[src/rtl/mem_port_arbiter.sv]
// Shared memory port arbiter: data-first priority with an instruction
// starvation override, plus a one-cycle read response tracker.
module mem_port_arbiter #(
   parameter int AW         = 30,
   parameter int DW         = 32,
   parameter int STARVE_LIM = 3
) (
   input  logic          CLK,
   input  logic          RSTN,
   input  logic          IREQ,
   input  logic [AW-1:0] IADDR,
   output logic          IGNT,
   output logic          IRVALID,
   output logic [DW-1:0] IRDATA,
   input  logic          DREQ,
   input  logic          DRW,
   input  logic [AW-1:0] DADDR,
   input  logic [DW-1:0] DWDATA,
   output logic          DGNT,
   output logic          DRVALID,
   output logic [DW-1:0] DRDATA,
   output logic          MREQ,
   output logic          MWE,
   output logic [AW-1:0] MADDR,
   output logic [DW-1:0] MWDATA,
   input  logic [DW-1:0] MRDATA,
   output logic          ISTALL
);

   typedef enum logic [1:0] {
      NONE  = 2'd0,
      IRESP = 2'd1,
      DRESP = 2'd2
   } resp_e;

   localparam logic [2:0] LIM  = 3'(STARVE_LIM);
   localparam logic [2:0] SMAX = 3'd7;

   resp_e      state;
   resp_e      state_nxt;
   logic [2:0] scnt;
   logic [2:0] scnt_nxt;
   logic       starve;
   logic       i_win;
   logic       igrant;
   logic       dgrant;

   assign starve = (scnt >= LIM);
   assign i_win  = IREQ && (starve || !DREQ);

   // Grants are forced low in reset so nothing reaches the memory.
   always_comb begin
      igrant = 1'b0;
      dgrant = 1'b0;
      if (RSTN) begin
         unique case (1'b1)
            i_win:            igrant = 1'b1;
            (DREQ && !i_win): dgrant = 1'b1;
            default: ;
         endcase
      end
   end

   always_comb begin
      scnt_nxt = scnt;
      if (igrant) begin
         scnt_nxt = 3'd0;
      end else if (IREQ && (scnt != SMAX)) begin
         scnt_nxt = scnt + 3'd1;
      end
   end

   always_ff @(posedge CLK or negedge RSTN) begin
      if (!RSTN) begin
         scnt <= 3'd0;
      end else begin
         scnt <= scnt_nxt;
      end
   end

   always_ff @(posedge CLK or negedge RSTN) begin
      if (!RSTN) begin
         state <= NONE;
      end else begin
         state <= state_nxt;
      end
   end

   always_comb begin
      state_nxt = NONE;
      unique case (1'b1)
         igrant:            state_nxt = IRESP;
         (dgrant && !DRW):  state_nxt = DRESP;
         default: ;
      endcase
   end

   always_comb begin
      IRVALID = 1'b0;
      IRDATA  = '0;
      DRVALID = 1'b0;
      DRDATA  = '0;
      unique case (state)
         IRESP: begin
            IRVALID = 1'b1;
            IRDATA  = MRDATA;
         end
         DRESP: begin
            DRVALID = 1'b1;
            DRDATA  = MRDATA;
         end
         default: ;
      endcase
   end

   always_comb begin
      MADDR = '0;
      unique case (1'b1)
         igrant: MADDR = IADDR;
         dgrant: MADDR = DADDR;
         default: ;
      endcase
   end

   assign IGNT   = igrant;
   assign DGNT   = dgrant;
   assign MREQ   = igrant | dgrant;
   assign MWE    = dgrant & DRW;
   assign MWDATA = MWE ? DWDATA : '0;
   assign ISTALL = RSTN & IREQ & ~igrant;

endmodule

[config.mk]
export PLATFORM = sky130hd
export DESIGN_NAME = mem_port_arbiter
export DESIGN_NICKNAME = d
export VERILOG_FILES = /design/src/rtl/mem_port_arbiter.sv
export SDC_FILE = /design/constraint.sdc
export NUM_CORES = 1
export LEC_CHECK = 0
export BUFFER_PORTS_ARGS = -buffer_cell sky130_fd_sc_hd__buf_4
export CAP_MARGIN = 10
export CELL_PAD_IN_SITES_DETAIL_PLACEMENT = 0
export CELL_PAD_IN_SITES_GLOBAL_PLACEMENT = 1
export CORE_MARGIN = 2
export CORE_UTILIZATION = 18
export DETAILED_ROUTE_END_ITERATION = 12
export GPL_TIMING_DRIVEN = 0
export PLACE_DENSITY_LB_ADDON = 0.1
export SYNTH_ARGS = -nofsm -noshare
export SYNTH_HDL_FRONTEND = slang
export SYNTH_SLANG_ARGS = --single-unit
[constraint.sdc]
create_clock -name CLK -period 1.9 [get_ports CLK]
set_clock_uncertainty 0.1 [all_clocks]
set_input_delay 0.095 -clock CLK [delete_from_list [all_inputs] [get_ports CLK]]
set_output_delay 0.095 -clock CLK [all_outputs]
set_load 0.1 [all_outputs]
Yosys cells after proc, flatten, opt, wreduce, memory -nomap -nowiden
Cells that the tools add are included.
{"block": "word_totals", "regBits": 5, "in_bits": 129, "output_inout_bits": 133, "wordCells": 34}
{"block": "classes", "add_sub_neg": 1, "n_lt_le_gt_ge": 1, "n_eq_ne": 3, "n_mux": 13, "bitwise_logic": 5, "n_reduce_logical": 9}
{"op": "32-bit two-way mux", "count": 3}
{"op": "30-bit one-hot mux with 2 select lines", "count": 1}
{"op": "1-bit two-way mux", "count": 6}
{"op": "3-bit two-way mux", "count": 2}
{"op": "1-bit logical AND", "count": 4}
{"op": "2-bit one-hot mux with 2 select lines", "count": 1}
{"op": "3-bit by 1-bit adder with 3-bit output (second input constant)", "count": 1}
{"op": "1-bit AND", "count": 3}
{"op": "3-bit by 2-bit greater-or-equal comparator with 1-bit output (second input constant)", "count": 1}
{"op": "1-bit zero test", "count": 3}
{"op": "3-bit inequality test (second input constant)", "count": 1}
{"op": "2-bit by 1-bit equality test with 1-bit output (second input constant)", "count": 1}
{"op": "2-bit equality test (second input constant)", "count": 1}
{"op": "2-bit nonzero test", "count": 1}
{"op": "1-bit logical OR", "count": 1}
{"op": "1-bit inverter", "count": 1}
{"op": "1-bit bitwise OR", "count": 1}

Longest topological paths before layout
Gate-level depths: netlist of the first run.
{"block": "depth", "depth_word": 9, "mapped_depth": 7, "ltp_nobuf": 5}

Worst setup path before layout of the first run
OpenSTA, ideal clock, no wires.
{"block": "synth_path", "path_kind": "register -> output", "from": "register scnt[0]", "to": "output MADDR[13]", "t_arrival_ns": 2.928, "t_required_ns": 1.705, "path_slack_ns": -1.223, "path_stages_with_launch": 8, "n_path_buf": 2, "path_cell_list": "dfrtp_1 -> ha_1 -> ha_1 -> nor3b_4 -> a21boi_1 -> buf_6 -> buf_6 -> mux2i_1"}
{"block": "synth_via", "elab_chain_len": 8, "word_cells_on_any_way": 10, "classes_between": "order compare: 1; mux: 5; reduce/logical: 4"}
{"element": "start: declaration", "line": "41", "source": "logic [2:0] scnt;"}
{"element": "start signal: assignment", "line": "77", "source": "scnt <= scnt_nxt;"}
{"element": "3-bit by 2-bit greater-or-equal comparator with 1-bit output (*)", "line": "48", "source": "assign starve = (scnt >= LIM);"}
{"element": "1-bit logical OR (*)", "line": "49", "source": "assign i_win = IREQ && (starve || !DREQ);"}
{"element": "1-bit logical AND (*)", "line": "49"}
{"element": "1-bit zero test", "line": "58", "source": "(DREQ && !i_win): dgrant = 1'b1;"}
{"element": "1-bit logical AND", "line": "58"}
{"element": "1-bit two-way mux", "line": "56", "source": "unique case (1'b1)"}
{"element": "1-bit two-way mux", "line": "55", "source": "if (RSTN) begin"}
{"element": "30-bit one-hot mux with 2 select lines (*)", "line": "118", "source": "unique case (1'b1)"}
{"element": "end: declaration", "line": "24", "source": "output logic [AW-1:0] MADDR,"}
Mark *: on every way between the ends. The rest lies on a longest branch, timed or not.

Worst setup path after layout of the first run
{"block": "layout_path", "from": "register scnt[0]", "to": "output MWDATA[3]"}
{"block": "layout_via", "elab_chain_len": 9}
{"element": "3-bit by 2-bit greater-or-equal comparator with 1-bit output", "line": "48"}
{"element": "1-bit logical OR", "line": "49"}
{"element": "1-bit logical AND", "line": "49"}
{"element": "1-bit zero test", "line": "58"}
{"element": "1-bit logical AND", "line": "58"}
{"element": "1-bit two-way mux", "line": "56"}
{"element": "1-bit two-way mux", "line": "55"}
{"element": "1-bit AND", "line": "128", "source": "assign MWE = dgrant & DRW;"}
{"element": "32-bit two-way mux", "line": "129", "source": "assign MWDATA = MWE ? DWDATA : '0;"}
{"element": "end: declaration", "line": "25", "source": "output logic [DW-1:0] MWDATA,"}
Every way passes these cells.

==> results of run 1 <==
## worst min-delay path, delay by kind of cell
| family | cells | cell delay (ns) |
|---|---|---|
| AND/OR/NAND/NOR | 2 | 0.20 |
| buffers and inverters | 1 | 0.12 |
## per-layer routing
layer | vias up | share of wire [%] | track usage (%)
met4 | 0 | 2.4 | 5.598
met2 | 143 | 56 | 34.21
met5 | - | 0 | 0
li1 | 1364 | - | -
met3 | 14 | 7.9 | 4.323
met1 | 1244 | 34 | 18.15
## cell type report
type | instances | share of cell area (%)
repair buffers | 275 | 52.01
multi-input cells | 215 | 37.88
plain buffers | 25 | 4.122
well taps | 133 | 2.886
flip-flops and latches | 5 | 2.170
clock buffers | 3 | 0.7160
inverters | 2 | 0.1302
clock inverters | 1 | 0.08679
## what timing repair did
action,CTS,global route
hold buffers,2,0
endpoints found under the hold margin,6,0
resized for setup,206,11
setup buffers,8,1
endpoints found under the setup margin,86,101
cloned,2,2
pin swaps,5,4
## synthesized netlist by cell type, drive strengths merged
master,n,area [µm²]
and2,65,406.6
nand2,65,246.5
nor3b,34,426.7
mux2i,30,300.3
buf,14,110.1
clkbuf,11,42.54
a21oi,5,25.02
dfrtp,5,125.1
nor3,4,25.02
ha,3,37.54
nor2,3,11.26
and3,2,12.51
inv,2,7.510
nor2b,2,12.51
a21boi,1,7.510
o21a,1,7.510
## registers in the layout, summed over array words and instances (netlist names)
name,flops
scnt,3
state,2
## cells by family after synthesis
group,after synthesis
fa+ha+maj,3
flops,5
compound gates,7
mux,30
simple gates,175
buf+inv,27
## how the worst max path moves through the flow
| stage | to | start |
|---|---|---|
| 2_1_floorplan | MWDATA[0] | scnt[1] |
| 3_3_place_gp | MWDATA[27] | scnt[0] |
| 3_5_place_dp | MWDATA[25] | scnt[0] |
| 4_1_cts | MWDATA[0] | scnt[1] |
| 5_1_grt | MWDATA[1] | scnt[1] |
| 6_report | MWDATA[3] | scnt[0] |
## metrics by stage
step | cell area, µm² | setup TNS (ns)
after global placement | 4611 | -16.89
after CTS | 5674 | -19.81
after detailed placement | 4611 | -17.74
final | 5767 | -22.45
after global routing | 5767 | -27.99
after floorplan | 2492 | -29.50
## power by group through the flow
| stage | combinational, mW | sequential (mW) | clock (mW) |
|---|---|---|---|
| final | 3.66 | 0.174 | 0.200 |
| after global routing | 3.79 | 0.181 | 0.212 |
| after CTS | 3.57 | 0.172 | 0.204 |
| after detailed placement | 3.00 | 0.183 | 0 |
| after global placement | 2.99 | 0.182 | 0 |
| after floorplan | 2.40 | 0.174 | 0 |
==> impl_results.md, run 1 <==
- Run status: finished with violations
- Violations in the final reports: negative setup slack
- Least-Margin Pin Slew: 0.5151 ns
- Power density normalized to cell area: 699.5 nW/µm²
- Number of buffers between clock root and the deepest sink: 2
- Adder-cell share of the synthesized area: 2.080%
- Boundary pin count: 262
- Startpoint of the lowest-slack register-to-register path: scnt[0]
- Post-synth cell types: 24
- Antenna violations before repair: 0
- Crit path buf inv count: 3
- Fraction of the core area covered by cells at the end of the flow: 59.27%
- Sw Ratio: 56.99%
- Hold path cells: 3
- Worst hold-check slack: 0.1387 ns
- Slack of the worst reg-to-reg path: 0.12 ns
- Fraction of final layout cells sized beyond drive strength 1: 73.76%
- Setup repair after global routing missed its margin: true
- Worst Setup End Kind: output port
- Max H-tree Level: 1
- Data arrival time at the worst-slack endpoint: 2.11 ns
- Die width: 104.1 µm
- Number of nets at the end of the flow: 659
- Cell leakage power: 2.612 nW
- Clock transition time at the flip-flop clock pins of the worst setup and hold paths: 0.04 ns
- Combinational family with the most area after synthesis: simple AND/OR/NAND/NOR gates
- Count of warnings emitted by yosys: 0
- Avg WL per Cell: 15.12 µm
- Post-route non-filler standard cell count: 659
- Area Growth Syn to Fin: 219.6%
- DRC marker count from the first detailed-route iteration: 73
- Data required time at the worst endpoint: 1.70 ns
- Antenna diodes: 0
- Global-route wire length before repair: 15320 µm
- Post-route DRC: 0
- TritonCTS clock tree: done
- Total number of clock tree sinks: 5
- Internal power: 1.735 mW
- CP most frequent cell: sky130_fd_sc_hd__buf_12
- Core area: 9729 µm²
- Fin crit period: 2.304 ns
- Placed wire-length estimate: 7663 µm
- Total wire length after detailed routing: 9962 µm
- Portion of total power attributed to sequential cells: 4.3%
- Remaining global-route overflow: 0
- Terminus of the critical flop-to-flop path: state[1]
- Sequential share of the synthesized area: 6.935%
- Instance count after placement with tap cells included: 640
- Initial standard-cell utilization of the core: 18.54%
- Final hold viol count: 0
- Placement-stage worst setup slack: -0.3303 ns
- Latest clock arrival within the worst-skew pair: 0.22 ns
- Vias: 2765
- Most used cells in the layout excluding fill and tap cells: 200 x sky130_fd_sc_hd__buf_4, 73 x sky130_fd_sc_hd__buf_12, 64 x sky130_fd_sc_hd__nand2_1, 46 x sky130_fd_sc_hd__and2_1, 33 x sky130_fd_sc_hd__nor3b_4
- Synth Instances: 247
- Simple logic cell fraction of the synthesized area: 63.25%
- Sequential Area: 125.1 µm²
- Die Area: 10840 µm²
- Clk root buf: sky130_fd_sc_hd__clkbuf_8
- Filler cells: 848
- Most frequent standard cell in the layout excluding fill and tap cells: sky130_fd_sc_hd__buf_4
- Drt pass-1 iters: 4
- Multi-input gate area: 2185 µm²
- Clock power frac: 5.0%
- TritonCTS buffer count: 3
- Max Fanout on Critical Path: 10
- Max IR drop VDD: 0.3552 mV
- Total count of max-transition violations in the final report: 0
- Share of total power in combinational logic: 90.7%
- Startpoint type of the worst setup path: register
- Total of flip-flops plus latches after synthesis: 5
- R2r worst-path depth: 7
- Path length in cells of the critical path: 8
- Final setup violation count: 66
- Post-Synthesis Net Count: 379
- RePlAce Congestion: 0.7539
- Multiplexer share of the synthesized area: 16.64%
- Antenna Nets Post-Route: 0
- Global-route usage over all layers: 17.53%
- Master of the slowest instance on the critical path: sky130_fd_sc_hd__dfrtp_1
- Hold EP: state[1]
- Fmax: 434.1 MHz
- Final cycle utilization of the critical path: 121.2%
- Hold WC Path Type: primary input to register
- Via count of the first global-routing pass: 2806
- Parity-gate share of the synthesized area counting xor and xnor cells: 0%
- Worst slew margin: 65.66%
- Setup slack of the critical path after layout: -0.4036 ns
- Vertical die dimension: 104.1 µm
- Synth Cell Area: 1804 µm²
- Critical Setup Path Class: register to output port
- Number of placement rows: 36
- Total power after layout: 4.034 mW
- Mean instance size in the synthesized netlist: 7.305 µm²
- Worst-path cell chain: ha_4 > ha_4 > nor3b_4 > a21boi_4 > buf_12 > buf_12 > nor3b_4 > buf_12
- Max cap viols: 0
- Pin count of the biggest net entering global routing: 11
- Synth Area in Compound Gates: 2.219%
- Via count normalized by instance count: 4.196
- Port bufs: 260
- Switching power of the nets: 2.299 mW
- CP peak stage delay: 0.41 ns
- Startpoint of the lowest-slack hold path: DREQ
- Cell class contributing the biggest share of worst-path delay: buffers and inverters
No activity file was read; power rests on OpenSTA's default activity.
==> run 2, diff against run 1 <==
Settings changed: CORE_MARGIN 2 to 8.
==> run 2 against run 1 <==
Effect of this change:
- the flow still finishes with violations (negative setup slack)
- combinational power is essentially flat
- worst hold slack lost 0.0019 ns
- register-to-register slack better by 0.03 ns
- critical endpoint is now MADDR[25]
- highest routed layer unchanged
==> impl_results.md, run 2 (synthesis gave the netlist of run 1 again) <==
- Largest register by flop count: scnt
- Setup slack of the critical path after layout: -0.3859 ns (+0.01763 ns)
- Max H-tree Level: 1 (unchanged)
- Vias: 2746 (-0.69%)
- TritonCTS buffer count: 3 (unchanged)
- Port bufs: 260 (unchanged)
- Final cycle utilization of the critical path: 120.3% (-0.93 points)
- Fin crit period: 2.286 ns (-0.01763 ns)
- Most used cells in the layout excluding fill and tap cells: 201 x sky130_fd_sc_hd__buf_4, 72 x sky130_fd_sc_hd__buf_12, 63 x sky130_fd_sc_hd__nand2_1, 46 x sky130_fd_sc_hd__and2_1, 33 x sky130_fd_sc_hd__nor3b_4
- Post-route standard cell area excluding fillers: 5753 µm² (-0.24%)
- Worst setup path end: MADDR[25]
- Hold WC Path Type: primary input to register
- Pin count of the biggest net entering global routing: 11 (unchanged)
- Placed wire-length estimate: 9766 µm (+27%)
- Critical Setup Path Class: register to output port
- CP peak stage delay: 0.41 ns (about the same)
- Data required time at the worst endpoint: 1.70 ns (about the same)
- Least-Margin Pin Slew: 0.5121 ns (-0.002935 ns)
- Total negative slack for setup checks: -20.61 ns (+1.845 ns)
- Filler cells: 860 (+1.4%)
- Max FFs per register: 3 (unchanged)
- Most frequent standard cell in the layout excluding fill and tap cells: sky130_fd_sc_hd__buf_4
- Data arrival time at the worst-slack endpoint: 2.09 ns (-0.02 ns)
- Max cap viols: 0 (unchanged)
- Global-route usage over all layers: 16.29% (-1.2 points)
- Switching power of the nets: 2.306 mW (+0.28%)
- Total count of max-transition violations in the final report: 0 (unchanged)
- Number of buffers between clock root and the deepest sink: 2 (unchanged)
- Via count of the first global-routing pass: 2952 (+5.2%)
- Slack of the worst reg-to-reg path: 0.15 ns (+0.03 ns)
- Placement-stage worst setup slack: -0.3387 ns (-0.008377 ns)
- Worst setup path start: scnt[1]
- Global-route wire length before repair: 17080 µm (+11%)
- Core area: 9774 µm² (+0.46%)
- Worst Setup End Kind: output port
- Terminus of the critical flop-to-flop path: state[1]
- Antenna Nets Post-Route: 0 (unchanged)
- Vertical die dimension: 116.1 µm (+12%)
- Portion of total power attributed to sequential cells: 4.4% (about the same)
- Initial standard-cell utilization of the core: 18.46% (-0.085 points)
- Setup repair after global routing missed its margin: true
- Fraction of final layout cells sized beyond drive strength 1: 74.19% (+0.43 points)
- Sw Ratio: 57.10% (+0.11 points)
- Worst slew margin: 65.86% (+0.20 points)
- Area Growth Syn to Fin: 218.9%
- Internal power: 1.732 mW (-0.15%)
- Remaining global-route overflow: 0 (unchanged)
- Share of total power in combinational logic: 90.9% (+0.2 points)
- Master of the slowest instance on the critical path: sky130_fd_sc_hd__dfrtp_1
- Die width: 116.1 µm (+12%)
- Startpoint type of the worst setup path: register
- Power density normalized to cell area: 701.9 nW/µm² (+0.33%)
- Max Fanout on Critical Path: 8 (-2)
- Final hold viol count: 0 (unchanged)
- Fmax: 437.5 MHz (+0.77%)
- Clock transition time at the flip-flop clock pins of the worst setup and hold paths: 0.04 ns (about the same)
- Via count normalized by instance count: 4.161 (-0.84%)
- Total number of clock tree sinks: 5 (unchanged)
- Number of placement rows: 36 (unchanged)
- Total wire length after detailed routing: 12230 µm (+23%)
- Die Area: 13480 µm² (+24%)
- Antenna violations before repair: 0 (unchanged)
- Clock power frac: 4.7% (-0.3 points)
- Final setup violation count: 65 (-1.5%)
- Post-route DRC: 0 (unchanged)
- Worst-path cell chain: ha_4 > ha_4 > nor3b_4 > a21boi_2 > buf_12 > buf_12 > buf_12 > mux2i_4 > buf_12
- Avg WL per Cell: 18.53 µm (+23%)
- RePlAce Congestion: 0.8160 (+8.2%)
- DRC marker count from the first detailed-route iteration: 58 (-21%)
- Post-place instance area: 4611 µm² (unchanged)
- Drt pass-1 iters: 4 (unchanged)
- Number of nets at the end of the flow: 660 (+0.15%)
- CP most frequent cell: sky130_fd_sc_hd__buf_12
- Antenna diodes: 0 (unchanged)
- Max IR drop VDD: 0.4396 mV (+24%)
- Clk root buf: sky130_fd_sc_hd__clkbuf_8
- Run status: finished with violations
- R2r worst-path depth: 7 (unchanged)
- Boundary pin count: 262 (unchanged)
- Cell leakage power: 2.610 nW (about the same)
- Latest clock arrival within the worst-skew pair: 0.22 ns (about the same)
- TritonCTS clock tree: done
- Violations in the final reports: negative setup slack
- Startpoint of the lowest-slack register-to-register path: scnt[1]
- Registers with the most flip-flops: scnt x3, state x2
[run 2: cell types whose count changed in the layout (fill, tap and decap cells not counted)]
cell | previous run | this run
sky130_fd_sc_hd__buf_8 | 0 | 2
sky130_fd_sc_hd__buf_4 | 200 | 201
sky130_fd_sc_hd__clkbuf_2 | 5 | 7
sky130_fd_sc_hd__nand2_2 | 1 | 2
sky130_fd_sc_hd__buf_1 | 1 | 0
sky130_fd_sc_hd__clkinv_2 | 1 | 0
sky130_fd_sc_hd__buf_16 | 4 | 3
sky130_fd_sc_hd__a21boi_4 | 1 | 0
sky130_fd_sc_hd__buf_12 | 73 | 72
sky130_fd_sc_hd__a21boi_2 | 0 | 1
sky130_fd_sc_hd__nand2_1 | 64 | 63
[run 2: metrics by stage]
stage / hold WS [ns] / power [mW] / std cells / utilization [%]
global placement: -0.1962 / 3.187 / 640 / 47.17
detailed placement: -0.1944 / 3.210 / 640 / 47.17
CTS: 0.1468 / 3.945 / 655 / 57.80
global route: 0.1541 / 4.194 / 660 / 58.86
finish: 0.1367 / 4.038 / 660 / 58.86
floorplan: -0.3006 / 2.570 / 247 / -
[run 2: layout make-up]
| type | count | area (µm²) | area share [%] |
|---|---|---|---|
| Timing Repair Buffer | 276 | 2987 | 51.91 |
| Multi-Input combinational cell | 215 | 2180 | 37.89 |
| Buffer | 25 | 242.7 | 4.219 |
| Sequential cell | 5 | 125.1 | 2.175 |
| Clock buffer | 4 | 45.04 | 0.7829 |
| Tap cell | 133 | 166.4 | 2.893 |
| Inverter | 2 | 7.507 | 0.1305 |
[run 2: critical path, delay by kind of cell, from the launching register on]
kind | cells | cell delay (ns)
flip-flops | 1 | 0.41
adder cells (fa/ha/maj) | 2 | 0.34
multiplexers | 1 | 0.18
AND/OR/NAND/NOR | 1 | 0.21
AO/OA/AOI/OAI | 1 | 0.10
buffers and inverters | 4 | 0.63
[run 2: worst min-delay path by stage]
stage	slack [ns]	depth (start not counted)	endpoint	start
after CTS	0.15	3	state[1]	DREQ
after global placement	-0.20	1	state[0]	RSTN
after global routing	0.15	3	state[1]	DREQ
after detailed placement	-0.19	1	scnt[0]	RSTN
after floorplan	-0.30	0	scnt[0]	RSTN
final	0.14	3	state[1]	DREQ
[run 2: timing repair]
action | in CTS | in global routing
endpoints found under the setup margin | 92 | 96
hold buffers | 2 | 0
gates cloned | 1 | 2
pin swaps | 5 | 8
buffers inserted | 8 | 4
resized for setup | 207 | 7
endpoints found under the hold margin | 6 | 0
[run 2: power by group through the flow]
stage	clock (mW)	combinational, mW	sequential (mW)
4_1_cts	0.199	3.57	0.174
3_3_place_gp	0	3.01	0.181
3_5_place_dp	0	3.03	0.183
5_1_grt	0.205	3.81	0.180
6_report	0.192	3.67	0.176
2_1_floorplan	0	2.40	0.174
[run 2: metal layers]
| layer | up-vias | global-route usage (%) | part of all wire [%] |
|---|---|---|---|
| li1 | 1360 | - | - |
| met1 | 1229 | 15.23 | 33 |
| met2 | 149 | 33.33 | 56 |
| met3 | 8 | 5.274 | 11 |
| met4 | 0 | 3.111 | 0.99 |
| met5 | - | 0 | 0 |
==> run 3, diff against run 2 <==
Settings changed: CELL_PAD_IN_SITES_DETAIL_PLACEMENT 0 to 2, CELL_PAD_IN_SITES_GLOBAL_PLACEMENT 1 to 2, CORE_UTILIZATION 18 to 12, PLACE_DENSITY_LB_ADDON 0.1 to 0.05, REMOVE_ABC_BUFFERS from default to 1.
==> run 3 against run 2 <==
Effect of this change:
- the run still ends with negative setup slack left
- critical path depth is 1 lower
- fmax is 1.3% lower
- cell area is 7.0% lower
- global-route usage is 2.5 points lower
- clock power is 82% higher
==> impl_results.md, run 3 (synthesis gave the netlist of run 1 again) <==
- Run status: finished with violations
- Violations in the final reports: negative setup slack
- Pin count of the biggest net entering global routing: 36 (+25)
- Remaining global-route overflow: 0 (unchanged)
- Fraction of final layout cells sized beyond drive strength 1: 68.76% (-5.4 points)
- Data required time at the worst endpoint: 1.70 ns (about the same)
- Slack of the worst reg-to-reg path: 0.13 ns (-0.02 ns)
- Drt pass-1 iters: 4 (unchanged)
- Vertical die dimension: 138.6 µm (+19%)
- Antenna diodes: 0 (unchanged)
- Largest register by flop count: scnt
- R2r worst-path depth: 7 (unchanged)
- Critical Setup Path Class: register to output port
- Worst hold-check slack: 0.1318 ns (-0.004934 ns)
- Area Growth Syn to Fin: 196.7%
- Final hold viol count: 0 (unchanged)
- Final setup violation count: 65 (unchanged)
- Die width: 138.6 µm (+19%)
- Most used cells in the layout excluding fill and tap cells: 203 x sky130_fd_sc_hd__buf_4, 64 x sky130_fd_sc_hd__and2_1, 63 x sky130_fd_sc_hd__nand2_1, 44 x sky130_fd_sc_hd__buf_12, 28 x sky130_fd_sc_hd__nor3b_4
- Via count normalized by instance count: 4.047 (-2.7%)
- Max IR drop VDD: 0.2630 mV (-40%)
- Antenna Nets Post-Route: 0 (unchanged)
- Number of placement rows: 45 (+25%)
- Latest clock arrival within the worst-skew pair: 0.23 ns (about the same)
- Total negative slack for setup checks: -23.49 ns (-2.880 ns)
- Total number of clock tree sinks: 5 (unchanged)
- Placement-stage worst setup slack: -0.9015 ns (-0.5629 ns)
- Post-place instance area: 3995 µm² (-13%)
- Setup slack of the critical path after layout: -0.4170 ns (-0.03103 ns)
- Boundary pin count: 262 (unchanged)
- Least-Margin Pin Slew: 0.5250 ns (+0.01285 ns)
- DRC marker count from the first detailed-route iteration: 37 (-36%)
- Terminus of the critical flop-to-flop path: state[1]
- Max H-tree Level: 1 (unchanged)
- Vias: 2821 (+2.7%)
- Total count of max-transition violations in the final report: 0 (unchanged)
- Startpoint type of the worst setup path: register
- Number of buffers between clock root and the deepest sink: 2 (unchanged)
- Number of nets at the end of the flow: 642 (-2.7%)
- Global-route wire length before repair: 21080 µm (+23%)
- Most frequent standard cell in the layout excluding fill and tap cells: sky130_fd_sc_hd__buf_4
- Power density normalized to cell area: 729.8 nW/µm² (+4.0%)
- Final cycle utilization of the critical path: 121.9% (+1.6 points)
- Core area: 14920 µm² (+53%)
- Max Fanout on Critical Path: 10 (+2)
- Fmax: 431.6 MHz (-1.3%)
- Avg WL per Cell: 20.15 µm (+8.7%)
- RePlAce Congestion: 0.6745 (-17%)
- TritonCTS buffer count: 3 (unchanged)
- Hold WC Path Type: primary input to register
- Placed wire-length estimate: 11410 µm (+17%)
- Startpoint of the lowest-slack hold path: IREQ
- Fin crit period: 2.317 ns (+0.03103 ns)
- Die Area: 19220 µm² (+43%)
- Port bufs: 261 (+0.38%)
- Clock transition time at the flip-flop clock pins of the worst setup and hold paths: 0.03 ns (about the same)
- Cell leakage power: 2.479 nW (-5.0%)
- Data arrival time at the worst-slack endpoint: 2.12 ns (+0.03 ns)
- TritonCTS clock tree: done
- Clk root buf: sky130_fd_sc_hd__clkbuf_16
- Initial standard-cell utilization of the core: 12.09% (-6.4 points)
- Setup repair after global routing missed its margin: true
- Hold path cells: 3 (unchanged)
- Post-route DRC: 0 (unchanged)
- Hold EP: scnt[2]
- Post-route standard cell area excluding fillers: 5353 µm² (-7.0%)
- Startpoint of the lowest-slack register-to-register path: scnt[1]
- Max cap viols: 0 (unchanged)
- Via count of the first global-routing pass: 3186 (+7.9%)
- Antenna violations before repair: 0 (unchanged)
- Global-route usage over all layers: 13.79% (-2.5 points)
- Total wire length after detailed routing: 14050 µm (+15%)
- Worst Setup End Kind: output port
- Worst slew margin: 64.91% (-0.95 points)
- Max FFs per register: 3 (unchanged)
- Registers with the most flip-flops: scnt x3, state x2
## run 3: cell types whose count changed in the layout (fill, tap and decap cells not counted), sizes merged
cell    previous run  this run
clkbuf            17         5
buf              286       280
## run 3: worst max path at each step
stage / from / end / slack [ns] / cells past startpoint
after floorplan: scnt[0] / MADDR[0] / -5.74 / 5
after global placement: scnt[0] / MADDR[4] / -5.81 / 6
after detailed placement: RSTN / MWDATA[1] / -0.90 / 5
after CTS: scnt[1] / MADDR[15] / -0.44 / 8
after global routing: scnt[0] / MWDATA[17] / -0.49 / 8
final: scnt[1] / MADDR[2] / -0.42 / 8
## run 3: where the power goes
group	switching, mW	internal, mW	total, mW
clock	0.0708	0.278	0.349
sequential	0.0448	0.142	0.187
combinational	2.15	1.22	3.37
total	2.27	1.64	3.91
## run 3: metal layers
layer / global-route usage, % / vias up / part of all wire (%)
met5: 0 / - / 0
met4: 1.754 / 0 / 1.3
met3: 5.308 / 8 / 9.5
met2: 25.39 / 141 / 52
met1: 14.95 / 1342 / 37
li1: - / 1330 / -
## run 3: what timing repair did
| item | CTS | global route |
|---|---|---|
| hold endpoints to repair | 6 | 0 |
| gates resized for setup | 165 | 71 |
| hold buffers | 2 | 0 |
| gates cloned | 3 | 1 |
| pin swaps | 29 | 13 |
| setup buffers | 7 | 3 |
| endpoints found under the setup margin | 107 | 86 |
## run 3: cell type report
cell class              instances  area (µm²)
clock buffers                   4       78.83
repair buffers                283        2943
multi-input cells             215        1963
fillers                      1644        9568
inverters                       2       7.507
flip-flops and latches          5       125.1
well taps                     188       235.2
## run 3: metrics by stage
step	total power, mW	utilization [%]	cells
final	3.907	35.87	697
after global routing	4.081	35.87	697
after CTS	3.649	33.10	693
after detailed placement	2.827	26.78	677
after global placement	2.668	25.78	671
after floorplan	2.074	-	222
## run 3: worst max-delay path: stages (launching register included)
cell and delay (ns):
sky130_fd_sc_hd__dfrtp_1 0.40, sky130_fd_sc_hd__ha_4 0.19, sky130_fd_sc_hd__ha_4 0.16, sky130_fd_sc_hd__nor3b_4 0.22, sky130_fd_sc_hd__a21boi_4 0.11, sky130_fd_sc_hd__buf_16 0.18, sky130_fd_sc_hd__buf_16 0.17, sky130_fd_sc_hd__mux2i_2 0.20
sky130_fd_sc_hd__buf_6 0.25
